[config.mk]
export PLATFORM = sky130hd
export DESIGN_NAME = sdram_port_arbiter
export DESIGN_NICKNAME = d
export VERILOG_FILES = /design/src/rtl/sdram_port_arbiter.sv
export SDC_FILE = /design/constraint.sdc
export NUM_CORES = 1
export LEC_CHECK = 0
export ABC_AREA = 0
export CAP_MARGIN = 0
export CORE_MARGIN = 10
export CORE_UTILIZATION = 39
export CTS_CLUSTER_DIAMETER = 200
export CTS_CLUSTER_SIZE = 25
export DETAILED_ROUTE_END_ITERATION = 7
export PLACE_DENSITY_LB_ADDON = 0.12
export REMOVE_ABC_BUFFERS = 1
export SYNTH_ARGS = -nofsm -noshare
export SYNTH_HDL_FRONTEND = slang
export SYNTH_SLANG_ARGS = --single-unit
[constraint.sdc]
create_clock -name clk -period 3.7 [get_ports clk]
set_input_delay 0.555 -clock clk [delete_from_list [all_inputs] [get_ports clk]]
set_output_delay 0.555 -clock clk [all_outputs]
set_load 0.03 [all_outputs]
[src/rtl/sdram_port_arbiter.sv]
// -----------------------------------------------------------------------------
// sdram_port_arbiter
//
// Shares the single SDRAM controller burst port between the cache line-fill
// reader (port R) and the write-combining buffer flusher (port W). A whole
// 4-word burst is granted at a time; the controller's per-word strobes and data
// are routed to the granted requester. Reads win by default, but after
// WR_STARVE_MAX consecutive read grants taken while a write was waiting, the
// write is forced through.
//
// Ports:
//   clk, reset        system clock, synchronous active-high reset
//   rd_req/rd_addr    fill request (level) and line address
//   rd_fill/rd_data   per-word strobe and data returned to the cache
//   wr_req/wr_addr    flush request (level, held until wr_done) and address
//   wr_dqm            byte masks for the 4 words (1 = masked)
//   wr_wordreq        buffer must present word wr_wordidx on wr_data now
//   wr_wordidx        index of the word being written
//   wr_data           write word from the buffer
//   wr_done           one-cycle pulse after the 4th word is written
//   sdram_req/rw/addr/dqm  burst request towards the controller
//   data_to_sdram     write word towards the controller
//   sdram_fill        read word valid from the controller
//   data_from_sdram   read word from the controller
//   sdram_wrstrobe    controller consumes a write word this cycle
// -----------------------------------------------------------------------------
module sdram_port_arbiter #(
  parameter int WR_STARVE_MAX = 4,
  parameter int ADDR_W        = 32
) (
  input  logic              clk,
  input  logic              reset,
  input  logic              rd_req,
  input  logic [ADDR_W-1:0] rd_addr,
  output logic              rd_fill,
  output logic [15:0]       rd_data,
  input  logic              wr_req,
  input  logic [ADDR_W-1:0] wr_addr,
  input  logic [7:0]        wr_dqm,
  output logic              wr_wordreq,
  output logic [1:0]        wr_wordidx,
  input  logic [15:0]       wr_data,
  output logic              wr_done,
  output logic              sdram_req,
  output logic              sdram_rw,
  output logic [ADDR_W-1:0] sdram_addr,
  output logic [7:0]        sdram_dqm,
  output logic [15:0]       data_to_sdram,
  input  logic              sdram_fill,
  input  logic [15:0]       data_from_sdram,
  input  logic              sdram_wrstrobe
);

  localparam int STARVE_W = (WR_STARVE_MAX < 1) ? 1 : $clog2(WR_STARVE_MAX + 1);
  localparam logic [STARVE_W-1:0] STARVE_MAX_C = STARVE_W'(WR_STARVE_MAX);
  localparam logic [STARVE_W-1:0] STARVE_ONE_C = STARVE_W'(1);

  typedef enum logic [1:0] {
    IDLE     = 2'd0,
    RD_BURST = 2'd1,
    WR_BURST = 2'd2,
    TURN     = 2'd3
  } state_t;

  state_t              state_r;
  state_t              state_s;
  logic [1:0]          word_cnt_r;
  logic [STARVE_W-1:0] starve_cnt_r;

  logic                sdram_req_r;
  logic                sdram_rw_r;
  logic [ADDR_W-1:0]   sdram_addr_r;
  logic [7:0]          sdram_dqm_r;
  logic                wr_done_r;

  logic                grant_rd_s;
  logic                grant_wr_s;
  logic                rd_strobe_s;
  logic                wr_strobe_s;
  logic                burst_strobe_s;
  logic                last_word_s;

  // Low address bits select a word inside the burst and are dropped.
  logic                addr_lsb_unused_s;
  assign addr_lsb_unused_s = ^{rd_addr[2:0], wr_addr[2:0]};

  // Only the strobe matching the current burst direction is honoured;
  // strobes in any other state are ignored entirely.
  assign rd_strobe_s    = (state_r == RD_BURST) && sdram_fill;
  assign wr_strobe_s    = (state_r == WR_BURST) && sdram_wrstrobe;
  assign burst_strobe_s = rd_strobe_s || wr_strobe_s;
  assign last_word_s    = burst_strobe_s && (word_cnt_r == 2'd3);

  // Grant decision: reads win unless the write has waited out its allowance.
  always_comb begin
    grant_rd_s = 1'b0;
    grant_wr_s = 1'b0;
    if (state_r == IDLE) begin
      if (wr_req && (!rd_req || (starve_cnt_r == STARVE_MAX_C))) begin
        grant_wr_s = 1'b1;
      end else if (rd_req) begin
        grant_rd_s = 1'b1;
      end else begin
        grant_rd_s = 1'b0;
        grant_wr_s = 1'b0;
      end
    end else begin
      grant_rd_s = 1'b0;
      grant_wr_s = 1'b0;
    end
  end

  // State register.
  always_ff @(posedge clk) begin
    if (reset) begin
      state_r <= IDLE;
    end else begin
      state_r <= state_s;
    end
  end

  // Next-state logic.
  always_comb begin
    state_s = state_r;
    case (state_r)
      IDLE: begin
        if (grant_rd_s) begin
          state_s = RD_BURST;
        end else if (grant_wr_s) begin
          state_s = WR_BURST;
        end else begin
          state_s = IDLE;
        end
      end
      RD_BURST, WR_BURST: begin
        if (last_word_s) begin
          state_s = TURN;
        end else begin
          state_s = state_r;
        end
      end
      TURN:    state_s = IDLE;
      default: state_s = IDLE;
    endcase
  end

  // Burst bookkeeping: request/address/mask registers, word and starvation counters.
  always_ff @(posedge clk) begin
    if (reset) begin
      sdram_req_r  <= 1'b0;
      sdram_rw_r   <= 1'b1;
      sdram_addr_r <= '0;
      sdram_dqm_r  <= 8'hFF;
      wr_done_r    <= 1'b0;
      word_cnt_r   <= 2'd0;
      starve_cnt_r <= '0;
    end else begin
      wr_done_r <= wr_strobe_s && last_word_s;
      case (state_r)
        IDLE: begin
          if (grant_rd_s) begin
            sdram_addr_r <= {rd_addr[ADDR_W-1:3], 3'b000};
            sdram_rw_r   <= 1'b1;
            sdram_req_r  <= 1'b1;
            sdram_dqm_r  <= 8'h00;
            // A read taken while a write waits counts towards the write's allowance.
            if (wr_req) begin
              starve_cnt_r <= (starve_cnt_r == STARVE_MAX_C) ? starve_cnt_r
                                                             : starve_cnt_r + STARVE_ONE_C;
            end else begin
              starve_cnt_r <= '0;
            end
          end else if (grant_wr_s) begin
            sdram_addr_r <= {wr_addr[ADDR_W-1:3], 3'b000};
            sdram_rw_r   <= 1'b0;
            sdram_req_r  <= 1'b1;
            sdram_dqm_r  <= wr_dqm;
            starve_cnt_r <= '0;
          end else begin
            sdram_req_r <= 1'b0;
          end
        end
        RD_BURST, WR_BURST: begin
          // The first honoured strobe shows the controller has accepted the burst.
          if (burst_strobe_s) begin
            sdram_req_r <= 1'b0;
            word_cnt_r  <= word_cnt_r + 2'd1;
          end else begin
            word_cnt_r  <= word_cnt_r;
          end
        end
        TURN: begin
          word_cnt_r  <= 2'd0;
          sdram_dqm_r <= 8'hFF;
        end
        default: begin
          word_cnt_r <= 2'd0;
        end
      endcase
    end
  end

  // Output steering: strobes and data pass through combinationally to the granted side.
  always_comb begin
    rd_fill       = 1'b0;
    rd_data       = 16'h0000;
    wr_wordreq    = 1'b0;
    data_to_sdram = 16'h0000;
    wr_wordidx    = word_cnt_r;
    case (state_r)
      RD_BURST: begin
        rd_fill = rd_strobe_s;
        rd_data = data_from_sdram;
      end
      WR_BURST: begin
        wr_wordreq    = wr_strobe_s;
        data_to_sdram = wr_data;
      end
      default: begin
        rd_fill    = 1'b0;
        wr_wordreq = 1'b0;
      end
    endcase
  end

  assign sdram_req  = sdram_req_r;
  assign sdram_rw   = sdram_rw_r;
  assign sdram_addr = sdram_addr_r;
  assign sdram_dqm  = sdram_dqm_r;
  assign wr_done    = wr_done_r;

endmodule

# [Yosys cells after proc, flatten, opt, wreduce, memory -nomap -nowiden]
# Index checks and enable logic that the tools add are counted.
[totals] register_bits=50 output_inout_bits=79 word_cells=68
[classes] n_addsub=2 n_eq_ne=9 mux=30 reduce_logical=19
[op_table] cell="2-to-1 mux 32 bit" n=2
[op_table] cell="2-to-1 mux 16 bit" n=2
[op_table] cell="2-to-1 mux 8 bit" n=2
[op_table] cell="case mux 8 bit (2 select lines)" n=1
[op_table] cell="2-to-1 mux 1 bit" n=12
[op_table] cell="2-to-1 mux 3 bit" n=4
[op_table] cell="2-to-1 mux 2 bit" n=4
[op_table] cell="AND reduction 2 bit" n=4
[op_table] cell="nonzero test 2 bit" n=4
[op_table] cell="equality test 2 bit (second input constant)" n=3
[op_table] cell="inequality test 3 bit (second input constant)" n=2
[op_table] cell="case mux 2 bit (3 select lines)" n=1
[op_table] cell="logical AND 1 bit" n=5
[op_table] cell="inequality test 2 bit (second input constant)" n=2
[op_table] cell="case mux 2 bit (2 select lines)" n=1
[op_table] cell="adder 3 x 1 -> 3 bit (second input constant)" n=1
[op_table] cell="equality test 3 bit (second input constant)" n=1
[op_table] cell="AND reduction 3 bit" n=1
[op_table] cell="adder 2 x 1 -> 2 bit (second input constant)" n=1
[op_table] cell="equality test 2 x 1 -> 1 bit (second input constant)" n=1
[op_table] cell="zero test 2 bit" n=1
[op_table] cell="logical OR 1 bit" n=2
[op_table] cell="case mux 1 bit (2 select lines)" n=1
[op_table] cell="OR reduction 2 bit" n=1
[op_table] cell="zero test 1 bit" n=1

# [Longest topological paths before layout]
# Gate-level depths: netlist of the first run.
[depth] word_depth=8 mapped_depth=8 ltp_nobuf=5

# [Least setup slack after synthesis of the first run]
# Ideal clock, no wire load.
[synth_timing] path_kind="register -> output" start="register state_r[0]" end="output port data_to_sdram[10]" arrival_ps=1187 required_ps=3145 path_slack_ps=1958 path_stages_with_launch=5 cell_sequence="dfxtp_1 -> inv_1 -> ha_1 -> clkbuf_1 -> and2_1"
[synth_between] elab_chain_cells=2
[synth_lines] element="from (decl)" line="65" rtl="state_t state_r;"
[synth_lines] element="from (signal assigned)" line="118" rtl="state_r <= state_s;"
[synth_lines] element="equality test 2 bit" line="210" rtl="case (state_r)"
[synth_lines] element="2-to-1 mux 16 bit" line="210"
[synth_lines] element="to (decl)" line="48" rtl="output logic [15:0] data_to_sdram,"
# Every way passes these cells.

# [Worst setup path in the final report of the first run]
[layout_timing] start="register state_r[0]" end="output port wr_wordreq"
[layout_between] elab_chain_cells=3
[layout_lines] element="equality test 2 bit (*)" line="90, 210"
[layout_lines] element="logical AND 1 bit" line="90" rtl="assign wr_strobe_s = (state_r == WR_BURST) && sdram_wrstrobe;"
[layout_lines] element="2-to-1 mux 1 bit (*)" line="210"
[layout_lines] element="to (decl)" line="40" rtl="output logic wr_wordreq,"
# Mark *: on every way between the ends. The rest lies on a longest branch, timed or not.

==> results of run 1 <==
## path summary, 6_finish.rpt
kind	startpoint	endpoint	slack (ns)	cells past startpoint
worst min register to register	starve_cnt_r[1]	starve_cnt_r[1]	0.49	2
worst min-delay path	starve_cnt_r[1]	starve_cnt_r[1]	0.49	2
worst max-delay path	state_r[0]	wr_wordreq	1.03	4
worst max register to register	state_r[0]	sdram_addr[5]	1.53	6
## tightest hold or removal path: cells and delay by family (launching register included)
kind               cells  cell delay [ns]
AOI/OAI and AO/OA      1             0.05
and+or+nand+nor        1             0.06
DFF                    1             0.34
## sequential cells by signal (all words and copies together), names as in the netlist
name          flops
sdram_rw          1
state_r           2
starve_cnt_r      3
sdram_dqm         8
sdram_req         1
wr_done           1
wr_wordidx        2
sdram_addr       29
## power groups by stage
stage               logic (mW)  registers, mW  clock network, mW
floorplan                0.889           1.04                  0
global placement          1.91          0.749                  0
detailed placement        1.92          0.758                  0
CTS                       1.92          0.748              0.320
global route              2.04          0.767              0.338
finish                    1.90          0.747              0.308
## layout make-up
type / count / area [um^2] / share of cell area [%]
tap: 96 / 120 / 2.62
clock buffer: 6 / 72.6 / 1.58
clock inverter: 2 / 12.5 / 0.273
timing repair buffer: 184 / 1840 / 40.1
multi-input combinational: 220 / 1580 / 34.4
sequential: 47 / 941 / 20.5
inverter: 6 / 22.5 / 0.491
## metrics by stage
stage / hold WS [ns] / setup WS [ns]
6_report: 0.488 / 1.03
5_1_grt: 0.505 / 0.887
4_1_cts: 0.492 / 1.01
3_5_place_dp: 0.478 / 1.14
3_3_place_gp: 0.463 / 1.16
2_1_floorplan: 0.443 / 1.13
## logic make-up after synthesis
group | after synthesis | share of synthesized area, %
fa+ha+maj | 7 | 3.18
simple gates | 115 | 21.8
buf+inv | 38 | 9.07
flops | 47 | 34.1
other cells | 1 | 0.136
compound gates | 95 | 31.7
## synth_stat cells
| library cell | n |
|---|---|
| sky130_fd_sc_hd__dfxtp_1 | 47 |
| sky130_fd_sc_hd__and2_1 | 35 |
| sky130_fd_sc_hd__nand3_1 | 30 |
| sky130_fd_sc_hd__nor2_1 | 29 |
| sky130_fd_sc_hd__a311oi_2 | 22 |
| sky130_fd_sc_hd__o21ai_2 | 22 |
| sky130_fd_sc_hd__o21ai_0 | 17 |
| sky130_fd_sc_hd__buf_4 | 11 |
| sky130_fd_sc_hd__buf_2 | 9 |
| sky130_fd_sc_hd__nand2_1 | 9 |
| sky130_fd_sc_hd__a2bb2oi_1 | 8 |
| sky130_fd_sc_hd__a21oi_1 | 7 |
| sky130_fd_sc_hd__a311oi_1 | 7 |
| sky130_fd_sc_hd__clkbuf_1 | 7 |
| sky130_fd_sc_hd__ha_1 | 7 |
| sky130_fd_sc_hd__inv_1 | 6 |
| sky130_fd_sc_hd__o211ai_1 | 4 |
| sky130_fd_sc_hd__buf_6 | 3 |
| sky130_fd_sc_hd__nand2b_1 | 3 |
| sky130_fd_sc_hd__a21o_1 | 2 |
| sky130_fd_sc_hd__a221oi_1 | 2 |
| sky130_fd_sc_hd__and3b_1 | 2 |
| sky130_fd_sc_hd__buf_12 | 2 |
| sky130_fd_sc_hd__nand4_1 | 2 |
| sky130_fd_sc_hd__a211o_1 | 1 |
| sky130_fd_sc_hd__a22o_1 | 1 |
| sky130_fd_sc_hd__a22oi_2 | 1 |
| sky130_fd_sc_hd__and3_1 | 1 |
| sky130_fd_sc_hd__conb_1 | 1 |
| sky130_fd_sc_hd__nand4b_1 | 1 |
| sky130_fd_sc_hd__nor3_2 | 1 |
| sky130_fd_sc_hd__nor3b_1 | 1 |
| sky130_fd_sc_hd__o21a_1 | 1 |
| sky130_fd_sc_hd__or4_1 | 1 |
## layer usage
layer	part of all wire, %	vias up
li1	-	1422
met1	42	1287
met2	48	116
met3	8.5	10
met4	0.94	0
met5	0	-
==> qor.yml, run 1 <==
clocking:
  cts_max_path_buffers: 2
  post_cts_setup_buffer_count: 0
  cts-hold-fix-buffers: 0
  cts_resized: 0
  cts_made_buffers: 5
  clockRootBuffer: "sky130_fd_sc_hd__clkbuf_8"
  h_tree_level_count: 2
  tritoncts: "built"
  cts.reportedPaths.clkPinSlew_ns: 0.09
  clock_latency_ns: 0.30
  clock_sink_count: 47
grt:
  gr-usage-met1_pct: 20.0
  globalRouteMet3Util_pct: 7.13
  via_count_of_the_first_global_routing_pass: 2807
  grt.total_usage_pct: 17.2
  use_met2_pct: 28.6
  antenna_violations_before_repair: 0
  grt_pass1_wl_um: 15500
  pin_count_of_the_biggest_net_entering_global_routing: 39
  gr-total-overflow: 0
  global_route.peak_usage_layer: "met2"
layout:
  nFillCells: 575
  layout.cells.most_common: "sky130_fd_sc_hd__clkdlybuf4s50_1"
  diodes: 0
  post_route_cells_drive_above_1_share_pct: 13.3
  nNetsFinal: 581
  flow.area_growth_from_synthesis_pct: 66.2
  layout.cells.most_common_list: "178 x sky130_fd_sc_hd__clkdlybuf4s50_1, 47 x sky130_fd_sc_hd__dfxtp_1, 35 x sky130_fd_sc_hd__and2_1, 30 x sky130_fd_sc_hd__nand3_1, 29 x sky130_fd_sc_hd__nor2_1"
  utilization_pct: 67.1
  final-instance-count-excl-fill: 561
  post-route-cell-area_mm2: 0.00458
route:
  post_drt_wl_per_cell_um: 17.6
  finalWirelength_um: 9900
  drc_marker_count_from_the_first_detailed_route_iteration: 119
  detail-route-antenna-nets: 0
  via_count: 2835
  via_per_inst: 5.05
  route.detailed.drc: 0
  drt_first_pass_iters: 4
power:
  switching_power_mw: 1.36
  p_int_mw: 1.60
  sequential_share_of_power_pct: 25.2
  power.combinational.fraction_pct: 64.4
  vdd_drop_max_v: 0.000327
  cellLeakagePower_nw: 1.65
  totalPowerFinal_mw: 2.96
  swShare_pct: 45.9
  areal_power_density_over_the_cells_mw_per_mm2: 645
  power.clock.fraction_pct: 10.4
synth:
  postSynthAreaPerCell_um2: 9.10
  synthesis.instances: 303
  ys_seq_area_share_pct: 34.1
  synth.largest_area_cell: "sky130_fd_sc_hd__dfxtp_1"
  synth.yosys.warnings: 0
  yosysTopAreaCellShare_pct: 34.1
  synth.area.top_cells: "sky130_fd_sc_hd__dfxtp_1 34%, sky130_fd_sc_hd__a311oi_2 12%, sky130_fd_sc_hd__and2_1 7.9%, sky130_fd_sc_hd__o21ai_2 7.0%, sky130_fd_sc_hd__nand3_1 5.4%"
  ys_seq_elements: 47
  yosysUniqueCellTypes: 34
  synth.cell_area_mm2: 0.00276
placement:
  port_buffers: 179
  detailedPlacementHpwl_um: 7700
  placement.cell_area_mm2: 0.00450
  place.detailed.instances: 553
  routabilityCongestion: 0.761
sta:
  report.final.hold_viol_count: 0
  finalSetupViolations: 0
  final_min_period_over_clock_period_pct: 72.1
  slew_headroom_pct: 34.6
  drv_slew: 0
  slew_at_the_pin_with_the_worst_max_slew_slack_ns: 0.977
  setup_tns_ns: 0
  unrepaired_setup_endpoints_after_global_routing: "no"
  max_freq_mhz: 375
  clock-skew-final_ns: 0.00896
  finalCriticalPeriod_ns: 2.67
die:
  rows: 30
  die_h_um: 104
  chipWidth_um: 104
  floorplan.core_area_mm2: 0.00683
  ios: 189
  starting_density_pct: 40.4
  die_area_mm2: 0.0108
status:
  status: "complete, no violations"
critical_path:
  timing.critical_path.required_ns: 3.14
  worstPathArrival_ns: 2.11
  crit_chain: "inv_1, ha_1, and2_1, clkdlybuf4s50_1"
  critical_path.max_fanout: 19
  timing.critical_path.buf_inv: 2
  critical_path.slowest_cell: "sky130_fd_sc_hd__clkdlybuf4s50_1"
  timing.critical_path.slowest_cell_delay_ns: 0.70
  setup.worst_path.start_class: "register"
  timing.critical_path.max_delay_family: "buffers and inverters"
  worstSetupPathType: "reg2out"
  crit_path_end_kind: "primary output"
min_path:
  worstHoldPathType: "reg2reg"
run:
  maxCapViolations: 0
Power figures use the tool's default switching activity.
==> inputs of run 2 (changes only) <==
Settings changed: CORE_UTILIZATION 39 to 36.
Clock period 3.7 ns to 2.55 ns, I/O delays scaled along.
==> qor.yml, run 2 (synthesis results as in run 1) <==
clocking:
  clockRootBuffer: "sky130_fd_sc_hd__clkbuf_8"
  h_tree_level_count: 2  # unchanged
  cts.reportedPaths.clkPinSlew_ns: 0.08  # about the same
  clock_sink_count: 47  # unchanged
  cts_max_path_buffers: 2  # unchanged
  cts_made_buffers: 5  # unchanged
  tritoncts: "built"
  cts-hold-fix-buffers: 0  # unchanged
  clock_latency_ns: 0.29  # about the same
critical_path:
  setup.reg_to_reg.worst_slack_ns: 0.72  # -0.81 ns
  setup.worst_path.start_class: "register"
  critical_path.max_fanout: 19  # unchanged
  worstReg2RegEnd: "sdram_dqm[0]"
  crit_path_end_kind: "primary output"
  first_element_of_the_critical_path: "state_r[0]"
  worstSetupPathType: "reg2out"
  r2r_cells: 5  # -1
  worstPathArrival_ns: 1.96  # -0.15 ns
  cp-endpoint: "wr_wordreq"
  worst_r2r_startpoint: "state_r[0]"
  timing.critical_path.required_ns: 2.17  # -0.97 ns
route:
  via_count: 2893  # +2.0%
  drc_marker_count_from_the_first_detailed_route_iteration: 109  # -8.4%
  drt_first_pass_iters: 4  # unchanged
  routedLengthMet1_um: 3930  # -5.7%
  post_drt_wl_per_cell_um: 17.5  # -0.60%
  route.detailed.drc: 0  # unchanged
  detail-route-antenna-nets: 0  # unchanged
  via_per_inst: 5.12  # +1.3%
  route.top_layer_used: "met4"
  met2_length_um: 4720  # -1.6%
  detailroute.wirelength.met3_um: 1150  # +37%
  finalWirelength_um: 9910  # +0.11%
grt:
  gr-total-overflow: 0  # unchanged
  via_count_of_the_first_global_routing_pass: 2906  # +3.5%
  grt_pass1_wl_um: 15400  # -0.45%
  pin_count_of_the_biggest_net_entering_global_routing: 57  # +46%
  grt.total_usage_pct: 16.3  # -0.86 points
  antenna_violations_before_repair: 0  # unchanged
die:
  die_h_um: 108  # +3.3%
  chipWidth_um: 108  # +3.3%
  die_area_mm2: 0.0116  # +6.7%
  starting_density_pct: 37.4  # -2.9 points
  floorplan.core_area_mm2: 0.00737  # +7.9%
  rows: 31  # +3.3%
  ios: 189  # unchanged
power:
  areal_power_density_over_the_cells_mw_per_mm2: 931  # +44%
  cellLeakagePower_nw: 1.67  # +1.2%
  vdd_drop_max_v: 0.000415  # +27%
sta:
  slew_headroom_pct: 63.2  # +29 points
  final_min_period_over_clock_period_pct: 91.9
  finalSetupViolations: 0  # unchanged
  hold-worst-slack_ns: 0.479  # -0.00885 ns
  setup_tns_ns: 0  # unchanged
  drv_slew: 0  # unchanged
  slew_at_the_pin_with_the_worst_max_slew_slack_ns: 0.548  # -0.429 ns
  report.final.hold_viol_count: 0  # unchanged
  unrepaired_setup_endpoints_after_global_routing: "no"
  timing.final.ws_setup_ns: 0.207  # -0.825 ns
  clock-skew-final_ns: 0.00777  # -0.00119 ns
  max_freq_mhz: 427
  finalCriticalPeriod_ns: 2.34
layout:
  layout.cells.most_common_list: "178 x sky130_fd_sc_hd__clkdlybuf4s50_1, 47 x sky130_fd_sc_hd__dfxtp_1, 35 x sky130_fd_sc_hd__and2_1, 30 x sky130_fd_sc_hd__nand3_1, 29 x sky130_fd_sc_hd__nor2_1"
  post-route-cell-area_mm2: 0.00464  # +1.2%
  flow.area_growth_from_synthesis_pct: 68.3
  final-instance-count-excl-fill: 565  # +0.71%
  nNetsFinal: 584  # +0.52%
  post_route_cells_drive_above_1_share_pct: 13.9  # +0.62 points
  diodes: 0  # unchanged
  largest_register_ff_count: 29  # unchanged
  nFillCells: 643  # +12%
  layout.cells.most_common: "sky130_fd_sc_hd__clkdlybuf4s50_1"
placement:
  place.detailed.instances: 559  # +1.1%
  routabilityCongestion: 0.802  # +5.4%
  detailedPlacementHpwl_um: 7820  # +1.5%
  setup_ws_pre_cts_ns: 0.347  # -0.789 ns
  port_buffers: 179  # unchanged
  placement.cell_area_mm2: 0.00456  # +1.4%
run:
  maxCapViolations: 0  # unchanged
min_path:
  worstHoldPathType: "reg2reg"
status:
  status: "complete, no violations"
==> run 2: changes by cell type in the layout (fill, tap and decap cells not counted), sizes merged <==
cell	previous run	this run
clkinv	1	0
clkinvlp	1	0
buf	6	9
==> run 2: metrics by stage <==
stage | power [mW] | utilization [%]
2_1_floorplan | 2.80 | -
3_3_place_gp | 3.90 | 61.9
3_5_place_dp | 3.94 | 61.9
4_1_cts | 4.37 | 62.9
5_1_grt | 4.60 | 63.0
6_report | 4.32 | 63.0
==> run 2: how the worst min path moves through the flow <==
stage                          from  slack (ns)  depth (start not counted)         endpoint
floorplan           starve_cnt_r[1]        0.44                          2  starve_cnt_r[1]
global placement    starve_cnt_r[1]        0.46                          2  starve_cnt_r[1]
detailed placement  starve_cnt_r[1]        0.47                          2  starve_cnt_r[1]
CTS                           reset        0.48                          2  starve_cnt_r[2]
global route           sdram_dqm[4]        0.50                          1     sdram_dqm[4]
finish              starve_cnt_r[0]        0.48                          2  starve_cnt_r[0]
==> run 2: power by group <==
| group | internal (mW) | switching [mW] |
|---|---|---|
| combinational | 1.21 | 1.61 |
| clock | 0.184 | 0.237 |
| sequential | 0.965 | 0.116 |
| total | 2.35 | 1.96 |
==> run 2: layout make-up <==
cell class              instances  area, um^2  area share, %
well taps                      99         124           2.67
flip-flops and latches         47         941           20.3
inverters                       6        22.5          0.485
clock buffers                   6        72.6           1.56
repair buffers                187        1900           40.9
multi-input cells             220        1580           34.1
==> run 2: per-layer routing <==
metal,global-route usage [%],vias to the layer above
li1,-,1418
met3,7.37,10
met5,0,-
met2,27.1,136
met1,18.6,1329
met4,4.10,0
==> run 2: worst max-delay path: stages (launching register included) <==
cell and delay (ns):
sky130_fd_sc_hd__dfxtp_1 0.34, sky130_fd_sc_hd__inv_1 0.11, sky130_fd_sc_hd__ha_2 0.34, sky130_fd_sc_hd__and2_1 0.19, sky130_fd_sc_hd__clkdlybuf4s50_1 0.69
==> run 2: timing repair <==
item | 4_1_cts | 5_1_grt
resized for setup | 0 | 2
setup endpoints to repair | 0 | 34
setup buffers | 0 | 0
